===== src/rtl/alu_pkg.sv =====
// Shared ALU definitions: result flag bundle, adder defaults and the full-adder cell
// used by the pipelined adder slices.
package alu_pkg;

  typedef struct packed {
    logic cout;
    logic ovf;
    logic zero;
    logic neg;
  } alu_flags_t;

  localparam int ADDER_DEFAULT_STAGES = 4;

  // Returns {carry_out, sum} of a single-bit full adder.
  function automatic logic [1:0] full_add(input logic a, input logic b, input logic ci);
    return {(a & b) | (ci & (a ^ b)), a ^ b ^ ci};
  endfunction

endpackage


===== src/rtl/adder_slice.sv =====
// Combinational W-bit ripple-carry slice built from full-adder cells; also exposes
// the carry into its MSB so the last pipeline stage can derive signed overflow.
module adder_slice
  import alu_pkg::*;
#(
  parameter int W = 8
) (
  input  logic [W-1:0] a,
  input  logic [W-1:0] b,
  input  logic         cin,
  output logic [W-1:0] s,
  output logic         cout,
  output logic         c_msb_in
);

  logic       carry;
  logic [1:0] fa;

  always_comb begin
    carry    = cin;
    c_msb_in = cin;
    fa       = '0;
    s        = '0;
    for (int i = 0; i < W; i++) begin
      c_msb_in = carry;
      fa       = full_add(a[i], b[i], carry);
      s[i]     = fa[0];
      carry    = fa[1];
    end
    cout = carry;
  end

endmodule


===== src/rtl/pipelined_adder.sv =====
// STAGES-deep add/subtract pipeline with a global-stall valid/ready handshake.
// Build option ADDER_PIPE_FLAGS_EN: when defined, out_ovf/out_zero/out_neg are live; otherwise tied to 0.
module pipelined_adder
  import alu_pkg::*;
#(
  parameter int N      = 32,
  parameter int STAGES = ADDER_DEFAULT_STAGES
) (
  input  logic         clk,
  input  logic         rst_n,
  input  logic         in_valid,
  output logic         in_ready,
  input  logic [N-1:0] in_a,
  input  logic [N-1:0] in_b,
  input  logic         in_sub,
  output logic         out_valid,
  input  logic         out_ready,
  output logic [N-1:0] out_sum,
  output logic         out_cout,
  output logic         out_ovf,
  output logic         out_zero,
  output logic         out_neg
);

  localparam int W = (STAGES >= 1) ? N / STAGES : N;

  if (STAGES < 1) begin : g_bad_stages
    $error("pipelined_adder: STAGES must be at least 1");
  end else if (N % STAGES != 0) begin : g_bad_split
    $error("pipelined_adder: N must be a multiple of STAGES");
  end

  // Handshake: a transfer happens on an edge where valid && ready. The whole pipe
  // advances together; it only holds when a result is waiting and not taken.
  logic advance;

  logic [N-1:0]      a_in  [STAGES];
  logic [N-1:0]      b_in  [STAGES];
  logic [N-1:0]      s_in  [STAGES];
  logic [N-1:0]      s_d   [STAGES];
  logic [STAGES-1:0] v_in;
  logic [STAGES-1:0] c_in;

  logic [W-1:0]      slice_s [STAGES];
  logic [STAGES-1:0] slice_c;
  logic [STAGES-1:0] slice_m;

  logic [N-1:0]      a_q [STAGES];
  logic [N-1:0]      b_q [STAGES];
  logic [N-1:0]      s_q [STAGES];
  logic [STAGES-1:0] v_q;
  logic [STAGES-1:0] c_q;

  alu_flags_t flags;

  assign out_valid = v_q[STAGES-1];
  assign advance   = !out_valid || out_ready;
  assign in_ready  = advance;

  for (genvar k = 0; k < STAGES; k++) begin : g_stage
    logic [N-1:0] sum_next;

    if (k == 0) begin : g_head
      // Subtract enters as A + ~B + 1: invert B here and seed the carry with in_sub.
      assign a_in[0] = in_a;
      assign b_in[0] = in_b ^ {N{in_sub}};
      assign c_in[0] = in_sub;
      assign s_in[0] = '0;
      assign v_in[0] = in_valid;
    end else begin : g_link
      assign a_in[k] = a_q[k-1];
      assign b_in[k] = b_q[k-1];
      assign c_in[k] = c_q[k-1];
      assign s_in[k] = s_q[k-1];
      assign v_in[k] = v_q[k-1];
    end

    adder_slice #(.W(W)) u_slice (
      .a        (a_in[k][k*W +: W]),
      .b        (b_in[k][k*W +: W]),
      .cin      (c_in[k]),
      .s        (slice_s[k]),
      .cout     (slice_c[k]),
      .c_msb_in (slice_m[k])
    );

    always_comb begin
      sum_next            = s_in[k];
      sum_next[k*W +: W]  = slice_s[k];
    end

    assign s_d[k] = sum_next;
  end

  // Data registers only load behind a valid token, so outputs stay put across bubbles.
  always_ff @(posedge clk or negedge rst_n) begin
    if (!rst_n) begin
      v_q <= '0;
      c_q <= '0;
      for (int k = 0; k < STAGES; k++) begin
        a_q[k] <= '0;
        b_q[k] <= '0;
        s_q[k] <= '0;
      end
    end else if (advance) begin
      v_q <= v_in;
      for (int k = 0; k < STAGES; k++) begin
        if (v_in[k]) begin
          c_q[k] <= slice_c[k];
          a_q[k] <= a_in[k];
          b_q[k] <= b_in[k];
          s_q[k] <= s_d[k];
        end
      end
    end
  end

`ifdef ADDER_PIPE_FLAGS_EN
  logic c_msb_q;
  logic zero_q;

  always_ff @(posedge clk or negedge rst_n) begin
    if (!rst_n) begin
      c_msb_q <= 1'b0;
      zero_q  <= 1'b0;
    end else if (advance && v_in[STAGES-1]) begin
      c_msb_q <= slice_m[STAGES-1];
      zero_q  <= (s_d[STAGES-1] == '0);
    end
  end

  assign flags = '{cout: c_q[STAGES-1],
                   ovf:  c_msb_q ^ c_q[STAGES-1],
                   zero: zero_q,
                   neg:  s_q[STAGES-1][N-1]};
`else
  assign flags = '{cout: c_q[STAGES-1], ovf: 1'b0, zero: 1'b0, neg: 1'b0};
`endif

  // Operands past the last slice and the inner MSB carries have no consumer.
  logic unused_tail;
  assign unused_tail = ^{slice_m, a_q[STAGES-1], b_q[STAGES-1]};

  assign out_sum  = s_q[STAGES-1];
  assign out_cout = flags.cout;
  assign out_ovf  = flags.ovf;
  assign out_zero = flags.zero;
  assign out_neg  = flags.neg;

endmodule

===== config.mk =====
export PLATFORM = sky130hd
export DESIGN_NAME = pipelined_adder
export DESIGN_NICKNAME = d
export VERILOG_FILES = /design/src/rtl/alu_pkg.sv /design/src/rtl/adder_slice.sv /design/src/rtl/pipelined_adder.sv
export SDC_FILE = /design/constraint.sdc
export NUM_CORES = 1
export LEC_CHECK = 0
export CORE_UTILIZATION = 50
export DETAILED_ROUTE_END_ITERATION = 7
export PLACE_DENSITY = 0.87
export SYNTH_ARGS = -nofsm -noshare
export SYNTH_HDL_FRONTEND = slang
export SYNTH_HIERARCHICAL = 1
export SYNTH_SLANG_ARGS = --single-unit

===== constraint.sdc =====
create_clock -name clk -period 3.4 [get_ports clk]
set_clock_uncertainty 0.15 [all_clocks]
set_input_delay 1.02 -clock clk [delete_from_list [all_inputs] [get_ports clk]]
set_output_delay 1.02 -clock clk [all_outputs]
set_load 0.01 [all_outputs]

=== Yosys cells after proc, flatten, opt, wreduce, memory -nomap -nowiden ===
Cells that the tools add are included.

* Bitwise gates (word level): 161
* Reduce and logical (&&, ||, !) cells: 6

{| class="wikitable"
|+ Operators with widths
! kind !! number
|-
| $and A1 B1 Y1 || 64
|-
| $xor A1 B1 Y1 || 64
|-
| $or A1 B1 Y1 || 32
|-
| $xor A32 B32 Y32 || 1
|-
| $reduce_and A2 Y1 || 4
|-
| $logic_not A1 Y1 || 1
|-
| $logic_or A1 B1 Y1 || 1
|}

* Output and inout bits: 38
* Word-level logic and storage cells: 182
* Register bits after elaboration: 280

=== Depth between registers and ports, before layout ===
Gate-level depths: netlist of run 1.

* Word-level depth: 18
* Depth in mapped cells: 16
* Depth with buffers taken out: 14

=== Modules after synthesis ===
The synthesis of run 1 kept the hierarchy.

{| class="wikitable"
|+ Modules (own cells, without submodules)
! module !! instances !! cells an instance !! area an instance (sq um)
|-
| pipelined_adder || 1 || 464 || 7158.1
|-
| adder_slice || 4 || 18 || 197.7
|}

=== Worst setup path before layout of run 1 ===
No wires, ideal clock.

* Path kind: input port to flip-flop
* Start: in in_sub
* End: reg s_q, in the netlist g_stage[1].sum_next[7]
* Buffers on the path: 2
* Arrival: 4.615 ns
* Stages on the path: 16
* Library setup time: 0.125 ns
* Path slack: -1.490 ns
* Cell sequence: clkbuf_1 buf_2 xor2_1 inv_1 fa_1 inv_1 fa_1 fa_1 fa_1 fa_1 fa_1 inv_1 fa_1 inv_1 fa_1 mux2_2

{| class="wikitable"
|+ RTL lines
! item !! RTL line !! source
|-
| start, declared || pipelined_adder.sv:15 || <nowiki>input logic in_sub,</nowiki>
|-
| end signal, assigned by index || pipelined_adder.sv:112 || <nowiki>s_q[k] <= s_d[k];</nowiki>
|-
| end, declared || pipelined_adder.sv:50 || <nowiki>logic [N-1:0] s_q [STAGES];</nowiki>
|}

==> impl_metrics.json, run 1 <==
{
  "met1_usage_pct": 25.1,
  "critPathKind": "input port to flop",
  "hp-class": "flop to flop",
  "drt-total-wl_um": 14900,
  "antenna_found_initial": 0,
  "overflow": 0,
  "layout_min_cycle_time_ns": 4.15,
  "layout.nets": 749,
  "fin_crit_sh_pct": 122,
  "drc": 0,
  "grt_pass1_wl_um": 25100,
  "crit_top_cell": "fa_2",
  "drt-pass1-iter-count": 4,
  "final_antenna_net_count": 0,
  "worstPathCellList": "buf_6 -> xor2_1 -> inv_1 -> fa_2 -> inv_2 -> fa_2 -> fa_2 -> fa_2 -> fa_2 -> fa_2 -> inv_2 -> fa_2 -> inv_2 -> fa_2 -> mux2_4",
  "status": "finished with violations",
  "synth_cells": 536,
  "powerDensity_nw_per_um2": 930,
  "ys_types": 17,
  "area_growth_pct": 25.3,
  "gr-max-usage-layer": "met2",
  "drive_gt1_share_pct": 39.9,
  "cts_tree": "done",
  "maxCapViolCount": 0,
  "final_hold_viol_count": 0,
  "dieWidth_um": 128,
  "synth_ff_type": "dfrtp_1",
  "cts_root_buf": "clkbuf_16",
  "p_leak_nw": 4.21,
  "multi_input_area_sq_um": 3110,
  "vias": 4415,
  "crit_path_end_kind": "flop",
  "ir_worst_vdd_mv": 0.410,
  "grt_pass1_vias": 4947,
  "antenna_cells": 0,
  "fin_ws_ns": -0.754,
  "io_buffer_count": 103,
  "drt_iter0_drc": 149,
  "gp_congestion": 0.764,
  "yosysWarnings": 6,
  "synth_top_cell_area_share_pct": 57.9,
  "ys_ff_latch": 184,
  "rsz0062_at_grt": "yes",
  "cp_max_fo": 3,
  "max_freq_mhz": 241,
  "grt_usage_pct": 20.4,
  "yosysSeqAreaShare_pct": 57.9,
  "worst_slew_pin_slew_ns": 0.509,
  "synth_edf_count": 0,
  "clk_pin_slew_ns": 0.07,
  "nFillCells": 1111,
  "wl_per_cell_um": 17.1,
  "arrival_ns": 4.32,
  "max_slew_margin_pct": 66.1,
  "clk_latency_ns": 0.43,
  "synth_common_cells": "dfrtp_1 (184), mux2_2 (153), a21oi_1 (48)",
  "synth_top_area_cell": "dfrtp_1",
  "drt-vias-per-instance": 5.06,
  "avgSynthCellArea_sq_um": 14.8,
  "critPathSlowestCell": "fa_2",
  "die_area_sq_um": 16400,
  "core_area_sq_um": 15400,
  "num_io_pins": 107,
  "final_cells": 872,
  "clock_path_buffers": 2,
  "critPathMaxStageDelay_ns": 0.41,
  "fin_tns_setup_ns": -3.29,
  "grt_max_degree": 98,
  "cts_buffers": 17,
  "violations": "negative setup slack",
  "cts.sinks": 184,
  "setup_violations": 11,
  "start_util_pct": 51.7,
  "place.detailed.hpwl_um": 10000,
  "use_met3_pct": 5.63,
  "cts.htree.levels": 4,
  "regArea_sq_um": 4600,
  "yosysMostFrequentCell": "dfrtp_1",
  "die_h_um": 128,
  "slew_viol_final": 0,
  "async_reset_ff_share_pct": 100,
  "syn_area_sq_um": 7950,
  "required_ns": 3.56,
  "startpoint_type": "input port",
  "dp_cells": 836,
  "yosys-top-cells-area": "dfrtp_1 (58%), mux2_2 (22%), fa_1 (8.1%)",
  "grt.met2_usage_pct": 35.2,
  "final_util_pct": 64.8,
  "fp-row-count": 45
}
[path summary, 6_finish.rpt]
kind / from / to / slack (ns) / cells after the start
max: in_sub / g_stage[1].sum_next[7] / -0.75 / 15
min: v_q[2] / v_q[3] / 0.32 / 2
max reg2reg: a_in[24] / out_sum[31] / -0.33 / 13
min reg2reg: v_q[2] / v_q[3] / 0.32 / 2
max in group asynchronous: rst_n / b_in[72] / 2.22 / 2
min in group asynchronous: rst_n / g_stage[3].sum_next[19] / 0.46 / 2
[sequential cells by signal (all words and copies together), names as in the netlist]
register	flops
a_in	48
b_in	48
c_q	4
g_stage.sum_next	48
out_sum	32
v_q	4
[report_power, final]
group,internal [mW],switching (mW)
clock,1.05,0.883
combinational,2.10,1.41
sequential,3.21,0.603
total,6.37,2.90
[logic make-up after synthesis]
kind of cell	synth area share (%)
flops	57.9
mux	22.4
buf+inv	4.39
compound gates	3.15
fa+ha+maj	8.06
xor+xnor	3.53
simple gates	0.472
other cells	0.0472
[cell usage in the layout (no fill, tap or decap)]
| cell type | count |
|---|---|
| a21oi_1 | 48 |
| and2_4 | 1 |
| buf_12 | 5 |
| buf_2 | 1 |
| buf_4 | 15 |
| buf_6 | 2 |
| bufinv_16 | 1 |
| clkbuf_1 | 1 |
| clkbuf_16 | 17 |
| clkbuf_8 | 1 |
| clkdlybuf4s50_1 | 98 |
| clkinv_4 | 3 |
| clkinvlp_4 | 2 |
| conb_1 | 3 |
| dfrtp_1 | 184 |
| dlygate4sd2_1 | 2 |
| fa_1 | 2 |
| fa_2 | 30 |
| inv_1 | 23 |
| inv_2 | 19 |
| inv_6 | 5 |
| inv_8 | 2 |
| mux2_2 | 145 |
| mux2_4 | 12 |
| nand2_1 | 2 |
| nand2_2 | 2 |
| nand2b_4 | 1 |
| o21ai_0 | 2 |
| xnor2_1 | 24 |
| xor2_1 | 8 |
[layout make-up]
class / instances / area share (%)
Clock buffer: 19 / 4.45
Clock inverter: 13 / 1.38
Inverter: 42 / 1.58
Multi-Input combinational cell: 280 / 31.3
Sequential cell: 184 / 46.2
Tap cell: 211 / 2.65
Timing Repair Buffer: 123 / 12.4
[metrics by stage]
step	instance area [sq um]	worst slack, ns	total power, mW	hold WS (ns)
after global placement	9290	-1.39	6.99	0.298
after floorplan	8030	-1.16	5.97	0.286
final	9960	-0.754	9.27	0.318
after CTS	9940	-0.746	9.35	0.319
after global routing	9960	-0.830	9.93	0.359
after detailed placement	9290	-1.50	7.26	0.304
[repair_timing]
action	CTS	global route
pin swaps	1	0
setup buffers	2	2
gates resized for setup	37	3
setup endpoints to repair	12	13
hold buffers	0	0
[per-layer routing]
metal  share of wire [%]  routed length, um
met5                   0                  0
met2                  52               7760
met3                 4.1                617
met1                  43               6390
met4                0.91                136
[critical path, delay by kind of cell]
kind       cells  cell delay [ns]
xor+xnor       1             0.15
buf+inv        5             0.33
mux            1             0.27
fa+ha+maj      8             2.56
Note: power is estimated with default switching activity, not from simulation.
==> run 2: changes to the inputs <==
CORE_ASPECT_RATIO = 0.9   (was unset)
GPL_TIMING_DRIVEN = 0   (was unset)
==> run 2 against run 1 <==
  * The flow still finishes with violations (negative setup slack)
  * Maximum frequency is 2.9% lower
  * Sequential power about the same
  * Sequential share of layout area down 0.27 points
  * Design area rose by 0.59%
  * Utilization down 0.14 points
  * Register-to-register slack barely moved
  * Critical path type unchanged
==> impl_metrics.json, run 2 (synthesis gave the netlist of run 1 again) <==
{
  "grt_pass1_wl_um": 25300,
  "cts_tree": "done",
  "nFillCells": 1070,
  "grt_pass1_vias": 4900,
  "arrival_ns": 4.44,
  "place.detailed.hpwl_um": 11000,
  "dieWidth_um": 135,
  "status": "finished with violations",
  "r2r_slack_ns": -0.32,
  "area_growth_pct": 26.0,
  "use_met3_pct": 4.91,
  "clock_power_share_pct": 21.2,
  "drc": 0,
  "p_leak_nw": 4.25,
  "regArea_sq_um": 4600,
  "antenna_cells": 0,
  "drt_iter0_drc": 193,
  "regToRegStartpoint": "a_in[72]",
  "rsz0062_at_grt": "yes",
  "clock_path_buffers": 2,
  "switching_share_pct": 30.8,
  "gr-max-usage-layer": "met2",
  "r2r-end": "g_stage[2].sum_next[15]",
  "rr_worst_depth": 13,
  "core_area_sq_um": 15500,
  "layout_min_cycle_time_ns": 4.28,
  "io_buffer_count": 102,
  "final_util_pct": 64.6,
  "switchingPower_mw": 2.88,
  "cts_buffers": 17,
  "final_cell_mix": "dfrtp_1 (184), mux2_2 (145), clkdlybuf4s50_1 (97)",
  "required_ns": 3.56,
  "die_h_um": 122,
  "violations": "negative setup slack",
  "mostFrequentLayoutCell": "dfrtp_1",
  "powerDensity_nw_per_um2": 934,
  "hp-class": "flop to flop",
  "clk_latency_ns": 0.42,
  "power_frac_seq_pct": 40.8,
  "fin_crit_sh_pct": 126,
  "num_io_pins": 107,
  "fin_ws_ns": -0.880,
  "combPwrFrac_pct": 38.0,
  "cts_root_buf": "clkbuf_16",
  "setup_violations": 10,
  "fp-row-count": 43,
  "slew_viol_final": 0,
  "antenna_found_initial": 0,
  "drt-total-wl_um": 16100,
  "cts_hold_buf": 0,
  "drt-pass1-iter-count": 6,
  "final_antenna_net_count": 0,
  "critPathKind": "input port to flop",
  "ir_worst_vdd_mv": 0.524,
  "clk_pin_slew_ns": 0.06,
  "crit_path_end_kind": "flop",
  "max_freq_mhz": 234,
  "drt-vias-per-instance": 5.15,
  "overflow": 0,
  "crit_end": "g_stage[1].sum_next[7]",
  "final_hold_viol_count": 0,
  "grt.met2_usage_pct": 35.9,
  "grt_usage_pct": 21.1,
  "wl_per_cell_um": 18.4,
  "start_util_pct": 51.3,
  "dpl-instance-area_sq_um": 9330,
  "maxCapViolCount": 0,
  "layout.nets": 764,
  "max_slew_margin_pct": 58.5,
  "gp_congestion": 0.812,
  "dp_slack_ns": -1.91,
  "p_int_mw": 6.48,
  "fin_tns_setup_ns": -3.76,
  "cts.sinks": 184,
  "vias": 4520,
  "cts.htree.levels": 4,
  "multi_input_area_sq_um": 3110,
  "startpoint_type": "input port",
  "hold_depth": 2,
  "total_power_mw": 9.36,
  "drive_gt1_share_pct": 40.8,
  "cp-startpoint": "in_sub",
  "worst_slew_pin_slew_ns": 0.622,
  "fin_area_sq_um": 10000,
  "grt_max_degree": 103,
  "cp_max_fo": 2,
  "met1_usage_pct": 27.5,
  "die_area_sq_um": 16400
}
## run 2: cell count changes in the layout (fill, tap and decap cells not counted), moves of 3 or more
cell	previous run	this run
clkinv_2	0	5
clkbuf_1	1	5
buf_6	2	5
buf_12	5	0
inv_1	23	20
inv_6	5	0
buf_4	15	8
buf_2	1	17
inv_2	19	22
## run 2: how the worst min path moves through the flow
stage	start	endpoint	slack [ns]
global placement	v_q[2]	v_q[3]	0.30
global route	g_stage[3].sum_next[21]	g_stage[3].sum_next[21]	0.36
finish	v_q[2]	v_q[3]	0.35
detailed placement	v_q[2]	v_q[3]	0.33
CTS	v_q[2]	v_q[3]	0.34
floorplan	v_q[2]	v_q[3]	0.29
## run 2: area by class of cell
| cell class | count | share of cell area, % |
|---|---|---|
| Multi-Input combinational cell | 280 | 31.0 |
| Clock buffer | 19 | 4.42 |
| Tap cell | 202 | 2.52 |
| Sequential cell | 184 | 46.0 |
| Buffer | 30 | 2.04 |
| Timing Repair Buffer | 108 | 10.9 |
| Inverter | 42 | 1.57 |
| Clock inverter | 13 | 1.54 |
## run 2: power groups by stage
stage	clock network [mW]	logic, mW	registers [mW]
finish	1.98	3.56	3.82
global route	2.11	3.92	3.94
CTS	2.01	3.51	3.83
detailed placement	0	3.41	3.84
global placement	0	3.20	3.78
floorplan	0	2.20	3.77
## run 2: per-layer routing
| layer | up-vias | routed length [um] |
|---|---|---|
| met5 | - | 0 |
| met4 | 0 | 182 |
| met3 | 19 | 697 |
| met2 | 111 | 8170 |
| met1 | 2362 | 7060 |
| li1 | 2028 | - |
## run 2: timing repair
action | in CTS | in global routing
gates resized for setup | 32 | 16
buffers inserted | 3 | 2
pin swaps | 11 | 8
setup endpoints to repair | 13 | 13
## run 2: metrics by stage
stage	cells	hold slack (ns)
3_5_place_dp	843	0.326
3_3_place_gp	842	0.302
5_1_grt	878	0.360
4_1_cts	876	0.344
6_report	878	0.350
2_1_floorplan	538	0.286
## run 2: worst max-delay path: stages
cell and delay [ns]:
buf_8 0.10, clkbuf_16 0.14, xor2_1 0.13, inv_1 0.08, fa_2 0.20, inv_2 0.04
fa_2 0.34, fa_2 0.35, fa_2 0.37, fa_2 0.36, fa_2 0.36, inv_2 0.07
fa_2 0.19, inv_2 0.04, fa_2 0.40, mux2_4 0.26
==> run 3: changes to the inputs <==
CORE_ASPECT_RATIO = 0.75   (was 0.9)
==> run 3 against run 2 <==
  * The run still ends with negative setup slack left
  * Clock-buffer cell count rose by 1
  * Maximum frequency rose by 0.83%
  * Via count rose by 1.1%
  * First-iteration DRC count rose by 5.7%
  * Sequential power barely moved
==> impl_metrics.json, run 3 (synthesis gave the netlist of run 1 again) <==
{
  "fp-row-count": 39,
  "io_buffer_count": 102,
  "final_cell_mix": "dfrtp_1 (184), mux2_2 (145), clkdlybuf4s50_1 (97)",
  "setup_violations": 10,
  "cts_root_buf": "clkbuf_16",
  "antenna_found_initial": 0,
  "required_ns": 3.57,
  "startpoint_type": "input port",
  "worst-path-buf-inv": 6,
  "cts.sinks": 184,
  "cp_max_fo": 2,
  "place.detailed.hpwl_um": 11300,
  "clk_latency_ns": 0.43,
  "clock_path_buffers": 2,
  "violations": "negative setup slack",
  "dieWidth_um": 148,
  "cts_buffers": 17,
  "arrival_ns": 4.41,
  "die_area_sq_um": 16400,
  "critPathSlowestCell": "fa_2",
  "final_hold_viol_count": 0,
  "fin_ws_ns": -0.845,
  "clk_pin_slew_ns": 0.07,
  "gp_congestion": 0.818,
  "overflow": 0,
  "slew_viol_final": 0,
  "p_leak_nw": 4.24,
  "grt_usage_pct": 21.4,
  "layout.nets": 765,
  "cts.htree.levels": 4,
  "cts_tree": "done",
  "status": "finished with violations",
  "drc": 0,
  "final_util_pct": 65.0,
  "grt_max_degree": 104,
  "max_freq_mhz": 236,
  "drive_gt1_share_pct": 40.9,
  "wl_per_cell_um": 18.3,
  "ir_worst_vdd_mv": 0.470,
  "drt-pass1-iter-count": 5,
  "mostFrequentLayoutCell": "dfrtp_1",
  "crit_top_cell": "fa_2",
  "rsz0062_at_grt": "yes",
  "die_h_um": 111,
  "hold-worst-slack_ns": 0.336,
  "worst_slew_pin_slew_ns": 0.768,
  "antenna_cells": 0,
  "crit_path_end_kind": "flop",
  "start_util_pct": 51.7,
  "fin_crit_sh_pct": 125,
  "grt_pass1_vias": 4997,
  "drt_iter0_drc": 204,
  "grt_pass1_wl_um": 26200,
  "crit_family": "adder cells",
  "maxCapViolCount": 0,
  "hp-class": "flop to flop",
  "worstPathCellList": "buf_8 -> clkbuf_16 -> xor2_1 -> inv_1 -> fa_2 -> inv_2 -> fa_2 -> fa_2 -> fa_2 -> fa_2 -> fa_2 -> inv_2 -> fa_2 -> inv_2 -> fa_2 -> mux2_2",
  "drt-total-wl_um": 16200,
  "cts_hold_buf": 0,
  "num_io_pins": 107,
  "powerDensity_nw_per_um2": 925,
  "area_growth_pct": 25.7,
  "final_antenna_net_count": 0,
  "vias": 4571,
  "critPathMaxStageDelay_ns": 0.39,
  "layout_min_cycle_time_ns": 4.24,
  "critPathKind": "input port to flop",
  "core_area_sq_um": 15400,
  "drt-vias-per-instance": 5.18,
  "max_slew_margin_pct": 48.8
}
## run 3: path summary, 6_finish.rpt
check	from	end	slack, ns	cells past startpoint
max in group asynchronous	rst_n	g_stage[2].sum_next[1]	1.76	2
min	v_q[2]	v_q[3]	0.34	2
max reg2reg	c_q[0]	g_stage[2].sum_next[15]	-0.32	13
max	in_sub	g_stage[1].sum_next[7]	-0.84	16
min reg2reg	v_q[2]	v_q[3]	0.34	2
min in group asynchronous	rst_n	a_in[83]	0.48	1
## run 3: cell type report
class,count,area [sq um]
Buffer,30,204
Tap cell,205,256
Timing Repair Buffer,109,1100
Fill cell,1130,5380
Clock inverter,12,100
Multi-Input combinational cell,280,3110
Inverter,42,158
Clock buffer,20,457
Sequential cell,184,4600
## run 3: power breakdown
| group | internal (mW) | switching (mW) | total (mW) |
|---|---|---|---|
| clock | 1.04 | 0.829 | 1.87 |
| sequential | 3.22 | 0.613 | 3.83 |
| combinational | 2.10 | 1.44 | 3.54 |
## run 3: worst reg2reg max path, cell delays in order, from the launching register on
cell and delay, ns:
dfrtp_1 0.39, inv_1 0.08, fa_2 0.19, inv_2 0.04, fa_2 0.34, fa_2 0.38
fa_2 0.37, fa_2 0.35, fa_2 0.35, inv_2 0.07, fa_2 0.18, inv_1 0.05
fa_2 0.41, mux2_2 0.27
## run 3: per-layer routing
metal  vias up  track usage (%)  wire, um
met1      2388             29.2      7240
li1       2035                -         -
met3        20             5.35       843
met2       128             33.9      7880
met4         0             6.87       197
met5         -                0         0
## run 3: what timing repair did
action | in CTS | in global routing
buffers inserted | 4 | 2
hold endpoints to repair | 0 | 0
pin swaps | 4 | 4
setup endpoints to repair | 13 | 14
gates resized for setup | 36 | 11
## run 3: stage by stage
stage | setup WS, ns | total power [mW] | std cells | cell area (sq um) | setup TNS [ns]
2_1_floorplan | -1.16 | 5.97 | 538 | 8030 | -4.32
3_3_place_gp | -5.85 | 6.98 | 845 | 9300 | -1084.68
3_5_place_dp | -1.86 | 7.26 | 846 | 9340 | -10.19
4_1_cts | -1.03 | 9.28 | 880 | 9960 | -4.51
5_1_grt | -0.958 | 9.84 | 882 | 9990 | -4.75
6_report | -0.845 | 9.24 | 882 | 9990 | -3.70
